File: config.mk
export PLATFORM = sky130hd
export DESIGN_NAME = fmul_issue_arbiter
export DESIGN_NICKNAME = d
export VERILOG_FILES = /design/src/rtl/fmul_issue_arbiter.sv
export SDC_FILE = /design/constraint.sdc
export NUM_CORES = 1
export LEC_CHECK = 0
export ABC_AREA = 1
export ABC_CLOCK_PERIOD_IN_PS = 4070
export BUFFER_PORTS_ARGS = -buffer_cell sky130_fd_sc_hd__buf_2
export CORE_UTILIZATION = 47
export DETAILED_ROUTE_END_ITERATION = 12
export PLACE_DENSITY = 0.81
export SLEW_MARGIN = 5
export SYNTH_ARGS = -nofsm -noshare
export SYNTH_HDL_FRONTEND = slang
export SYNTH_SLANG_ARGS = --single-unit
File: constraint.sdc
create_clock -name clk_in -period 4.07 [get_ports clk_in]
set_input_delay 1.221 -clock clk_in [delete_from_list [all_inputs] [get_ports clk_in]]
set_output_delay 1.221 -clock clk_in [all_outputs]
set_load 0.02 [all_outputs]
File: src/rtl/fmul_issue_arbiter.sv
// Round-robin issue arbiter sharing one pipelined half-precision multiplier among NUM_REQ requesters.
// Optional grant/conflict statistics counters are enabled with `define FMUL_ARB_STATS_EN.
module fmul_issue_arbiter #(
   parameter int NUM_REQ  = 4,
   parameter int PIPE_LAT = 4,
   parameter int SIG_W    = 11,
   parameter int EXP_W    = 5,
   parameter int PROD_W   = 22
) (
   input  logic                     clk_in,
   input  logic                     rst_in,
   input  logic [NUM_REQ-1:0]       req_valid_in,
   output logic [NUM_REQ-1:0]       req_ready_out,
   input  logic [NUM_REQ*SIG_W-1:0] req_gx_in,
   input  logic [NUM_REQ*SIG_W-1:0] req_gy_in,
   input  logic [NUM_REQ*EXP_W-1:0] req_ex_in,
   input  logic [NUM_REQ*EXP_W-1:0] req_ey_in,
   input  logic                     flush_in,
   output logic                     mul_issue_out,
   output logic [SIG_W-1:0]         mul_gx_out,
   output logic [SIG_W-1:0]         mul_gy_out,
   output logic [EXP_W-1:0]         mul_ex_out,
   output logic [EXP_W-1:0]         mul_ey_out,
   input  logic [PROD_W-1:0]        mul_product_in,
   output logic [NUM_REQ-1:0]       rsp_valid_out,
   output logic [PROD_W-1:0]        rsp_product_out,
   output logic                     busy_out
`ifdef FMUL_ARB_STATS_EN
   ,
   output logic [NUM_REQ*16-1:0]    stat_grant_cnt_out,
   output logic [15:0]              stat_conflict_cnt_out
`endif
);

   localparam int ID_W = $clog2(NUM_REQ);
   localparam int CNT_W = $clog2(PIPE_LAT + 3);
   localparam logic [ID_W:0] NUM_REQ_W = (ID_W+1)'(NUM_REQ);
   localparam logic [NUM_REQ-1:0] ONE_HOT0 = {{(NUM_REQ-1){1'b0}}, 1'b1};

   logic [ID_W-1:0]   ptr_q, ptr_d;
   logic              mul_issue_q, mul_issue_d;
   logic [ID_W-1:0]   issue_id_q, issue_id_d;
   logic [SIG_W-1:0]  mul_gx_q, mul_gx_d, mul_gy_q, mul_gy_d;
   logic [EXP_W-1:0]  mul_ex_q, mul_ex_d, mul_ey_q, mul_ey_d;
   logic [PIPE_LAT-1:0]           tag_vld_q, tag_vld_d;
   logic [PIPE_LAT-1:0][ID_W-1:0] tag_id_q, tag_id_d;
   logic [NUM_REQ-1:0] rsp_valid_q, rsp_valid_d;
   logic [PROD_W-1:0]  rsp_product_q, rsp_product_d;
   logic [CNT_W-1:0]   cnt_q, cnt_d;
   logic               busy_q, busy_d;

   logic              grant_found_s;
   logic              grant_s;
   logic [ID_W-1:0]   grant_id_s;
   logic [ID_W:0]     idx_s;

   // Round-robin search starting at ptr_q; flush and reset suppress any grant.
   always_comb begin
      grant_found_s = 1'b0;
      grant_id_s    = '0;
      idx_s         = '0;
      for (int i = 0; i < NUM_REQ; i++) begin
         idx_s = {1'b0, ptr_q} + (ID_W+1)'(i);
         idx_s = (idx_s >= NUM_REQ_W) ? (idx_s - NUM_REQ_W) : idx_s;
         if (!grant_found_s && req_valid_in[idx_s[ID_W-1:0]]) begin
            grant_found_s = 1'b1;
            grant_id_s    = idx_s[ID_W-1:0];
         end else begin
            grant_id_s    = grant_id_s;
         end
      end
      grant_s = grant_found_s & ~flush_in & ~rst_in;
      if (grant_s) begin
         req_ready_out = ONE_HOT0 << grant_id_s;
      end else begin
         req_ready_out = '0;
      end
   end

   // Issue register, pointer advance, tag pipe, response and in-flight count.
   always_comb begin
      ptr_d         = ptr_q;
      mul_issue_d   = grant_s;
      issue_id_d    = issue_id_q;
      mul_gx_d      = mul_gx_q;
      mul_gy_d      = mul_gy_q;
      mul_ex_d      = mul_ex_q;
      mul_ey_d      = mul_ey_q;
      if (grant_s) begin
         ptr_d      = (grant_id_s == ID_W'(NUM_REQ-1)) ? '0 : grant_id_s + ID_W'(1);
         issue_id_d = grant_id_s;
         mul_gx_d   = req_gx_in[grant_id_s*SIG_W +: SIG_W];
         mul_gy_d   = req_gy_in[grant_id_s*SIG_W +: SIG_W];
         mul_ex_d   = req_ex_in[grant_id_s*EXP_W +: EXP_W];
         mul_ey_d   = req_ey_in[grant_id_s*EXP_W +: EXP_W];
      end else begin
         ptr_d      = ptr_q;
      end

      tag_vld_d    = '0;
      tag_id_d     = tag_id_q;
      tag_vld_d[0] = mul_issue_q & ~flush_in;
      tag_id_d[0]  = issue_id_q;
      for (int k = 1; k < PIPE_LAT; k++) begin
         tag_vld_d[k] = tag_vld_q[k-1] & ~flush_in;
         tag_id_d[k]  = tag_id_q[k-1];
      end

      rsp_valid_d   = '0;
      rsp_product_d = rsp_product_q;
      if (tag_vld_q[PIPE_LAT-1] && !flush_in) begin
         rsp_valid_d   = ONE_HOT0 << tag_id_q[PIPE_LAT-1];
         rsp_product_d = mul_product_in;
      end else begin
         rsp_valid_d   = '0;
      end

      // A grant and a response pulse in the same cycle cancel out.
      cnt_d = cnt_q;
      if (flush_in) begin
         cnt_d = '0;
      end else begin
         case ({grant_s, |rsp_valid_q})
            2'b10:   cnt_d = cnt_q + CNT_W'(1);
            2'b01:   cnt_d = cnt_q - CNT_W'(1);
            default: cnt_d = cnt_q;
         endcase
      end
      busy_d = (cnt_d != '0);
   end

   // State registers, all cleared by the asynchronous reset.
   always_ff @(posedge clk_in or posedge rst_in) begin
      if (rst_in) begin
         ptr_q         <= '0;
         mul_issue_q   <= 1'b0;
         issue_id_q    <= '0;
         mul_gx_q      <= '0;
         mul_gy_q      <= '0;
         mul_ex_q      <= '0;
         mul_ey_q      <= '0;
         tag_vld_q     <= '0;
         tag_id_q      <= '0;
         rsp_valid_q   <= '0;
         rsp_product_q <= '0;
         cnt_q         <= '0;
         busy_q        <= 1'b0;
      end else begin
         ptr_q         <= ptr_d;
         mul_issue_q   <= mul_issue_d;
         issue_id_q    <= issue_id_d;
         mul_gx_q      <= mul_gx_d;
         mul_gy_q      <= mul_gy_d;
         mul_ex_q      <= mul_ex_d;
         mul_ey_q      <= mul_ey_d;
         tag_vld_q     <= tag_vld_d;
         tag_id_q      <= tag_id_d;
         rsp_valid_q   <= rsp_valid_d;
         rsp_product_q <= rsp_product_d;
         cnt_q         <= cnt_d;
         busy_q        <= busy_d;
      end
   end

   assign mul_issue_out   = mul_issue_q;
   assign mul_gx_out      = mul_gx_q;
   assign mul_gy_out      = mul_gy_q;
   assign mul_ex_out      = mul_ex_q;
   assign mul_ey_out      = mul_ey_q;
   assign rsp_valid_out   = rsp_valid_q;
   assign rsp_product_out = rsp_product_q;
   assign busy_out        = busy_q;

`ifdef FMUL_ARB_STATS_EN
   logic [NUM_REQ-1:0][15:0] grant_cnt_q, grant_cnt_d;
   logic [15:0]              conflict_cnt_q, conflict_cnt_d;
   logic                     conflict_s;

   // Saturating counters; two or more valids means v & (v-1) is non-zero.
   always_comb begin
      conflict_s  = ((req_valid_in & (req_valid_in - NUM_REQ'(1))) != '0);
      grant_cnt_d = grant_cnt_q;
      for (int i = 0; i < NUM_REQ; i++) begin
         if (grant_s && (grant_id_s == ID_W'(i)) && (grant_cnt_q[i] != 16'hFFFF)) begin
            grant_cnt_d[i] = grant_cnt_q[i] + 16'd1;
         end else begin
            grant_cnt_d[i] = grant_cnt_q[i];
         end
      end
      if (conflict_s && (conflict_cnt_q != 16'hFFFF)) begin
         conflict_cnt_d = conflict_cnt_q + 16'd1;
      end else begin
         conflict_cnt_d = conflict_cnt_q;
      end
   end

   // Statistics registers clear on reset only.
   always_ff @(posedge clk_in or posedge rst_in) begin
      if (rst_in) begin
         grant_cnt_q    <= '0;
         conflict_cnt_q <= '0;
      end else begin
         grant_cnt_q    <= grant_cnt_d;
         conflict_cnt_q <= conflict_cnt_d;
      end
   end

   assign stat_grant_cnt_out    = grant_cnt_q;
   assign stat_conflict_cnt_out = conflict_cnt_q;
`else
   // Statistics counters are not built.
`endif

endmodule

Yosys cells after proc, flatten, opt, wreduce, memory -nomap -nowiden
Index checks and enable logic that the tools add are counted.
{"block": "classes", "addsub": 10, "multipliers": 2, "n_lt_le_gt_ge": 8, "n_eq_ne": 3, "shifts": 6, "muxes": 25, "bitwise_logic": 8, "reduce_logical": 10}
{"op": "$shiftx A44 B7 Y11", "count": 2}
{"op": "$shiftx A20 B6 Y5", "count": 2}
{"op": "$mux W2", "count": 9}
{"op": "$lt A2 B3 Y1 const B", "count": 4}
{"op": "$ge A3 B3 Y1 const B", "count": 3}
{"op": "$bmux W1 S2", "count": 4}
{"op": "$mux W1", "count": 8}
{"op": "$mux W4", "count": 2}
{"op": "$shl A1 B2 Y4 const A", "count": 2}
{"op": "$sub A2 B1 Y2 const B", "count": 4}
{"op": "$add A2 B2 Y3 const B", "count": 2}
{"op": "$and A1 B1 Y1", "count": 6}
{"op": "$mul A2 B4 Y6 const B", "count": 1}
{"op": "$pmux W3 S2", "count": 1}
{"op": "$mul A2 B3 Y5 const B", "count": 1}
{"op": "$eq A2 B2 Y1 const B", "count": 2}
{"op": "$logic_and A1 B1 Y1", "count": 4}
{"op": "$logic_not A1 Y1", "count": 4}
{"op": "$reduce_or A4 Y1", "count": 1}
{"op": "$add A2 B1 Y3 const B", "count": 1}
{"op": "$add A3 B1 Y3 const B", "count": 1}
{"op": "$ge A2 B3 Y1 const B", "count": 1}
{"op": "$mux W3", "count": 1}
{"op": "$reduce_bool A3 Y1", "count": 1}
{"op": "other kinds (4)", "count": 5}
{"block": "totals", "reg_bits": 79, "out_inout_bits": 64, "word_cells": 88}

Longest topological paths before layout
{"block": "depth", "word_depth": 20, "depth_mapped": 17}

Least setup slack after synthesis
Ideal clock, no wire load.
{"block": "synth_path", "kind": "input to output", "startpoint": "input port req_valid_in[3]", "endpoint": "output port req_ready_out[3]", "t_arrival_ns": 2.735, "required_time_ns": 2.849, "slack_ns": 0.114, "stages": 14, "path_buffers": 2, "cell_sequence": "inv_1 nand2_1 nand3_1 nand2_1 nor2_4 nand3_2 nand2_4 nand2_2 buf_6 inv_2 buf_6 ha_1 inv_1 nor2_1"}
{"block": "synth_between", "elab_cells_between_ends": 26, "cone_classes": "shift: 1; mux: 17; bitwise: 2; reduce/logical: 6"}
{"item": "from (decl)", "line": "12", "source": "input logic [NUM_REQ-1:0] req_valid_in,"}
{"item": "$bmux W1 S2", "line": "65", "source": "if (!grant_found_s && req_valid_in[idx_s[ID_W-1:0]]) begin"}
{"item": "$mux W1 (not written as such)", "line": "65"}
{"item": "$mux W1", "line": "65"}
{"item": "$logic_not A1 Y1", "line": "65"}
{"item": "$logic_and A1 B1 Y1", "line": "65"}
{"item": "$mux W1", "line": "65"}
{"item": "$logic_not A1 Y1", "line": "65"}
{"item": "$logic_and A1 B1 Y1", "line": "65"}
{"item": "$mux W1", "line": "65"}
{"item": "$logic_not A1 Y1", "line": "65"}
{"item": "$logic_and A1 B1 Y1", "line": "65"}
{"item": "$mux W2 *", "line": "65"}
{"item": "named net grant_id_s[0]", "line": "54", "source": "logic [ID_W-1:0] grant_id_s;"}
{"item": "$shl A1 B2 Y4 *", "line": "74", "source": "req_ready_out = ONE_HOT0 << grant_id_s;"}
{"item": "$mux W4 *", "line": "73", "source": "if (grant_s) begin"}
{"item": "to (decl)", "line": "13", "source": "output logic [NUM_REQ-1:0] req_ready_out,"}
The timed path passes the listed nets; every way through them passes the cells marked *. The select of a mux whose other input is x is not followed.

Worst setup path after layout
{"block": "layout_path", "startpoint": "input port req_valid_in[1]", "endpoint": "output port req_ready_out[3]"}
{"block": "layout_between", "elab_chain_cells": 15, "elab_cells_between_ends": 26, "cone_classes": "shift: 1; mux: 17; bitwise: 2; reduce/logical: 6"}
{"item": "$bmux W1 S2", "line": "65"}
{"item": "$mux W1 (not written as such)", "line": "65"}
{"item": "$mux W1", "line": "65"}
{"item": "$logic_not A1 Y1", "line": "65"}
{"item": "$logic_and A1 B1 Y1", "line": "65"}
{"item": "$mux W1", "line": "65"}
{"item": "$logic_not A1 Y1", "line": "65"}
{"item": "$logic_and A1 B1 Y1", "line": "65"}
{"item": "$mux W1", "line": "65"}
{"item": "$logic_not A1 Y1", "line": "65"}
{"item": "$logic_and A1 B1 Y1", "line": "65"}
{"item": "$mux W1", "line": "65"}
{"item": "$and A1 B1 Y1 (2 in a row)", "line": "72", "source": "grant_s = grant_found_s & ~flush_in & ~rst_in;"}
{"item": "$mux W4 *", "line": "73"}
Every way passes the cells marked *; elsewhere a longest branch is shown, timed or not. The select of a mux whose other input is x is not followed.

==> results by group <==
Status
  – Status: complete, no violations

Min path
  – Worst min path class: register to register

Floorplanning
  – Die area: 10400 µm²
  – Core footprint: a little under 10000 µm²
  – IO Count: 221
  – Die height: between 100 and 150 µm
  – Die width: between 100 and 150 µm
  – Starting Density: about half
  – # rows: 36

Synth
  – Ys async rst share: 100%
  – Post-Synth Simple-Gate Area: between 30% and 40%
  – Yosys top cell area share: a little over two fifths
  – Synth Area in XOR/XNOR: 0%
  – Synth Net Count: 811
  – Register bit total from synthesis: 79
  – Most frequent cell after synthesis: nand2_1
  – Yosys cell types: 32
  – Combinational family with the most area after synthesis: simple AND/OR/NAND/NOR gates
  – Synth area leaders: dfrtp_1 42%, nand2_1 17%, nand3_1 11%
  – Commonest cells post-synth: 212 x nand2_1, 116 x inv_1, 101 x nand3_1
  – Post-synthesis sequential area ratio: between 40% and 50%
  – Post-Syn Area per Cell: between 7 and 8 µm²
  – Top FF cell, synth: dfrtp_1
  – Mux contribution to synthesized area: ~5.3%
  – Post-synth EDFFs: 0
  – Synth Area in Compound Gates: under 10%
  – Yosys top cell by area: dfrtp_1
  – Synth warn: 0
  – Cell Area, Synth: 4700 µm²
  – Syn Inst Count: between 600 and 700
  – Post-Synth Adder-Cell Area: between 1.5 and 2%

Global route
  – Initial antenna violation count: 1
  – Largest net degree at the start of global routing: between 60 and 70
  – Grt ovf: 0
  – First-pass GRT wire length: around 19000 µm
  – Tot GR Track Use: 23.4%
  – Vias in the first global route: between 4000 and 5000

Layout
  – Share of cells above drive strength 1: 33.1%
  – Reg area: ~2000 µm²
  – Fillers: 925
  – Layout area overhead: 31.0%
  – Finished Core Util: between 60% and 70%
  – # nets final: 1024
  – Fin cells: 998
  – Multi-input gate area: ~2100 µm²
  – Ant diodes: 0

STA
  – Slew headroom: 24.8%
  – Worst Max-Slew Pin Slew: 1.13 ns
  – Period utilisation layout: a little over nine tenths
  – Slew Limit Fails: 0
  – Maximum clock rate: 257 MHz
  – Layout Skew: 0.00993 ns
  – RSZ-0062 raised after global routing: false
  – Final setup viols: 0
  – TNS Setup: 0 ns
  – Final hold violation count: 0
  – Minimum clock period: 3.89 ns

Setup path
  – Critical path type: primary input to output pin
  – CP Launch Type: primary input
  – CP Capture Type: output pin
  – Worst Path Max Fanout: 5
  – Arr. time, crit path: 2.67 ns
  – CP Data Required Time: 2.85 ns

Detailed routing
  – Vias: around 4700
  – Total Wirelength: between 10000 and 15000 µm
  – Drt wl/cell: around 12 µm
  – Drt initial violations: 199
  – DRC violations left: 0
  – Antenna viol nets, final: 0
  – Vias per inst: roughly 4.8
  – DRT Pass-1 Iters: 4

Placement
  – RD Place Congestion: between 0.8 and 0.9
  – DP Cell Count: 983
  – # port buffers: 220
  – HPWL Detailed: roughly 9000 µm

Clock network
  – CTS tree: built
  – Worst-path clk slew: approximately 0.080 ns
  – CTS Buffer Depth: 2
  – Cts bufs inserted: 9
  – Worst skew pair latency: about 0.34 ns
  – Clock Root Buffer: clkbuf_8
  – H-tree Lvls: 3
  – Sink Count: 79

Pwr
  – Leak: ~0.0038 µW
  – Max IR drop VDD: between 500 and 600 µV
  – Pwr Density: a little under 800 nW/µm²

Run
  – Maximum capacitance violations: 0
metrics by stage:
step	total power [µW]	hold slack (ns)	setup WS (ns)	cell area (µm²)
global placement	4120	0.332	0.191	5890
floorplan	3440	0.331	0.114	4700
detailed placement	4180	0.340	0.128	5890
finish	4870	0.355	0.175	6150
global route	5340	0.373	0.00312	6150
CTS	4880	0.358	0.120	6140
cell usage in the layout (no fill, tap or decap), types with 2 or more instances in the layout:
| cell | Yosys | layout |
|---|---|---|
| nand2_1 | 212 | 210 |
| nand3b_1 | 23 | 23 |
| inv_2 | 4 | 4 |
| inv_1 | 116 | 115 |
| nor3_1 | 4 | 4 |
| a21oi_1 | 2 | 2 |
| nor2_1 | 20 | 20 |
| bufinv_16 | 0 | 3 |
| dfrtp_1 | 79 | 79 |
| clkbuf_8 | 0 | 10 |
| ha_1 | 5 | 5 |
| mux2_2 | 22 | 22 |
| nand3_1 | 101 | 99 |
| buf_4 | 4 | 14 |
| nand3_2 | 1 | 3 |
| o21ai_0 | 2 | 2 |
| or2_1 | 9 | 9 |
| buf_2 | 16 | 219 |
| o21a_1 | 2 | 2 |
| nand2_2 | 3 | 5 |
final timing paths:
path / from / endpoint / slack [ns] / depth (start not counted)
min: tag_id_d[5] / tag_id_d[7] / 0.35 / 0
max: req_valid_in[1] / req_ready_out[3] / 0.18 / 14
min reg2reg: tag_id_d[5] / tag_id_d[7] / 0.35 / 0
min in group asynchronous: rst_in / rsp_valid_out[1] / 1.15 / 2
max in group asynchronous: rst_in / mul_gx_out[7] / 2.15 / 3
max reg2reg: ptr_q[0] / busy_out / 1.13 / 14
flip-flops by register name, summed over array words and instances (netlist names):
name	cells
cnt_q	3
rsp_product_out	22
mul_issue_out	1
ptr_q	2
issue_id_q	2
mul_ex_out	5
busy_out	1
mul_gy_out	11
tag_vld_q	4
rsp_valid_out	4
tag_id_d	6
mul_ey_out	5
tag_id_q	2
mul_gx_out	11
final cells by class:
class,instances,area share [%]
flip-flops and latches,79,32.1
repair buffers,233,19.5
inverters,121,7.40
well taps,133,2.71
multi-input cells,417,34.3
clock buffers,10,2.24
clock inverters,5,1.73
logic make-up after synthesis:
logic type,Yosys count
buffers and inverters,152
flip-flops,79
AND/OR/NAND/NOR,380
AO/OA/AOI/OAI,9
adder cells (fa/ha/maj),6
multiplexers,22
worst max-delay path, cell delays in order:
cell	delay, ns
buf_2	0.10
inv_1	0.06
nand2_1	0.08
nand3_2	0.12
nand2_2	0.09
nor2_4	0.15
nand3_2	0.12
nand3_1	0.10
nand2_2	0.11
inv_2	0.08
ha_1	0.16
inv_1	0.04
nor2_1	0.09
buf_4	0.14
metal layers:
| layer | vias up | GRT usage [%] | part of all wire (%) |
|---|---|---|---|
| li1 | 2405 | - | - |
| met5 | - | 0 | 0.066 |
| met2 | 159 | 39.6 | 48 |
| met3 | 17 | 5.20 | 6.4 |
| met4 | 2 | 6.59 | 1.4 |
| met1 | 2162 | 30.2 | 44 |
power breakdown:
group / switching, µW / internal (µW)
logic: 1950 / 1010
registers: 153 / 1060
clock network: 275 / 422
total: 2380 / 2490
repair_timing:
item | 4_1_cts | 5_1_grt
hold buffers | 0 | 0
setup buffers | 0 | 0
gates resized for setup | 0 | 4
setup endpoints to repair | 0 | 1
Power figures use the tool's default switching activity.
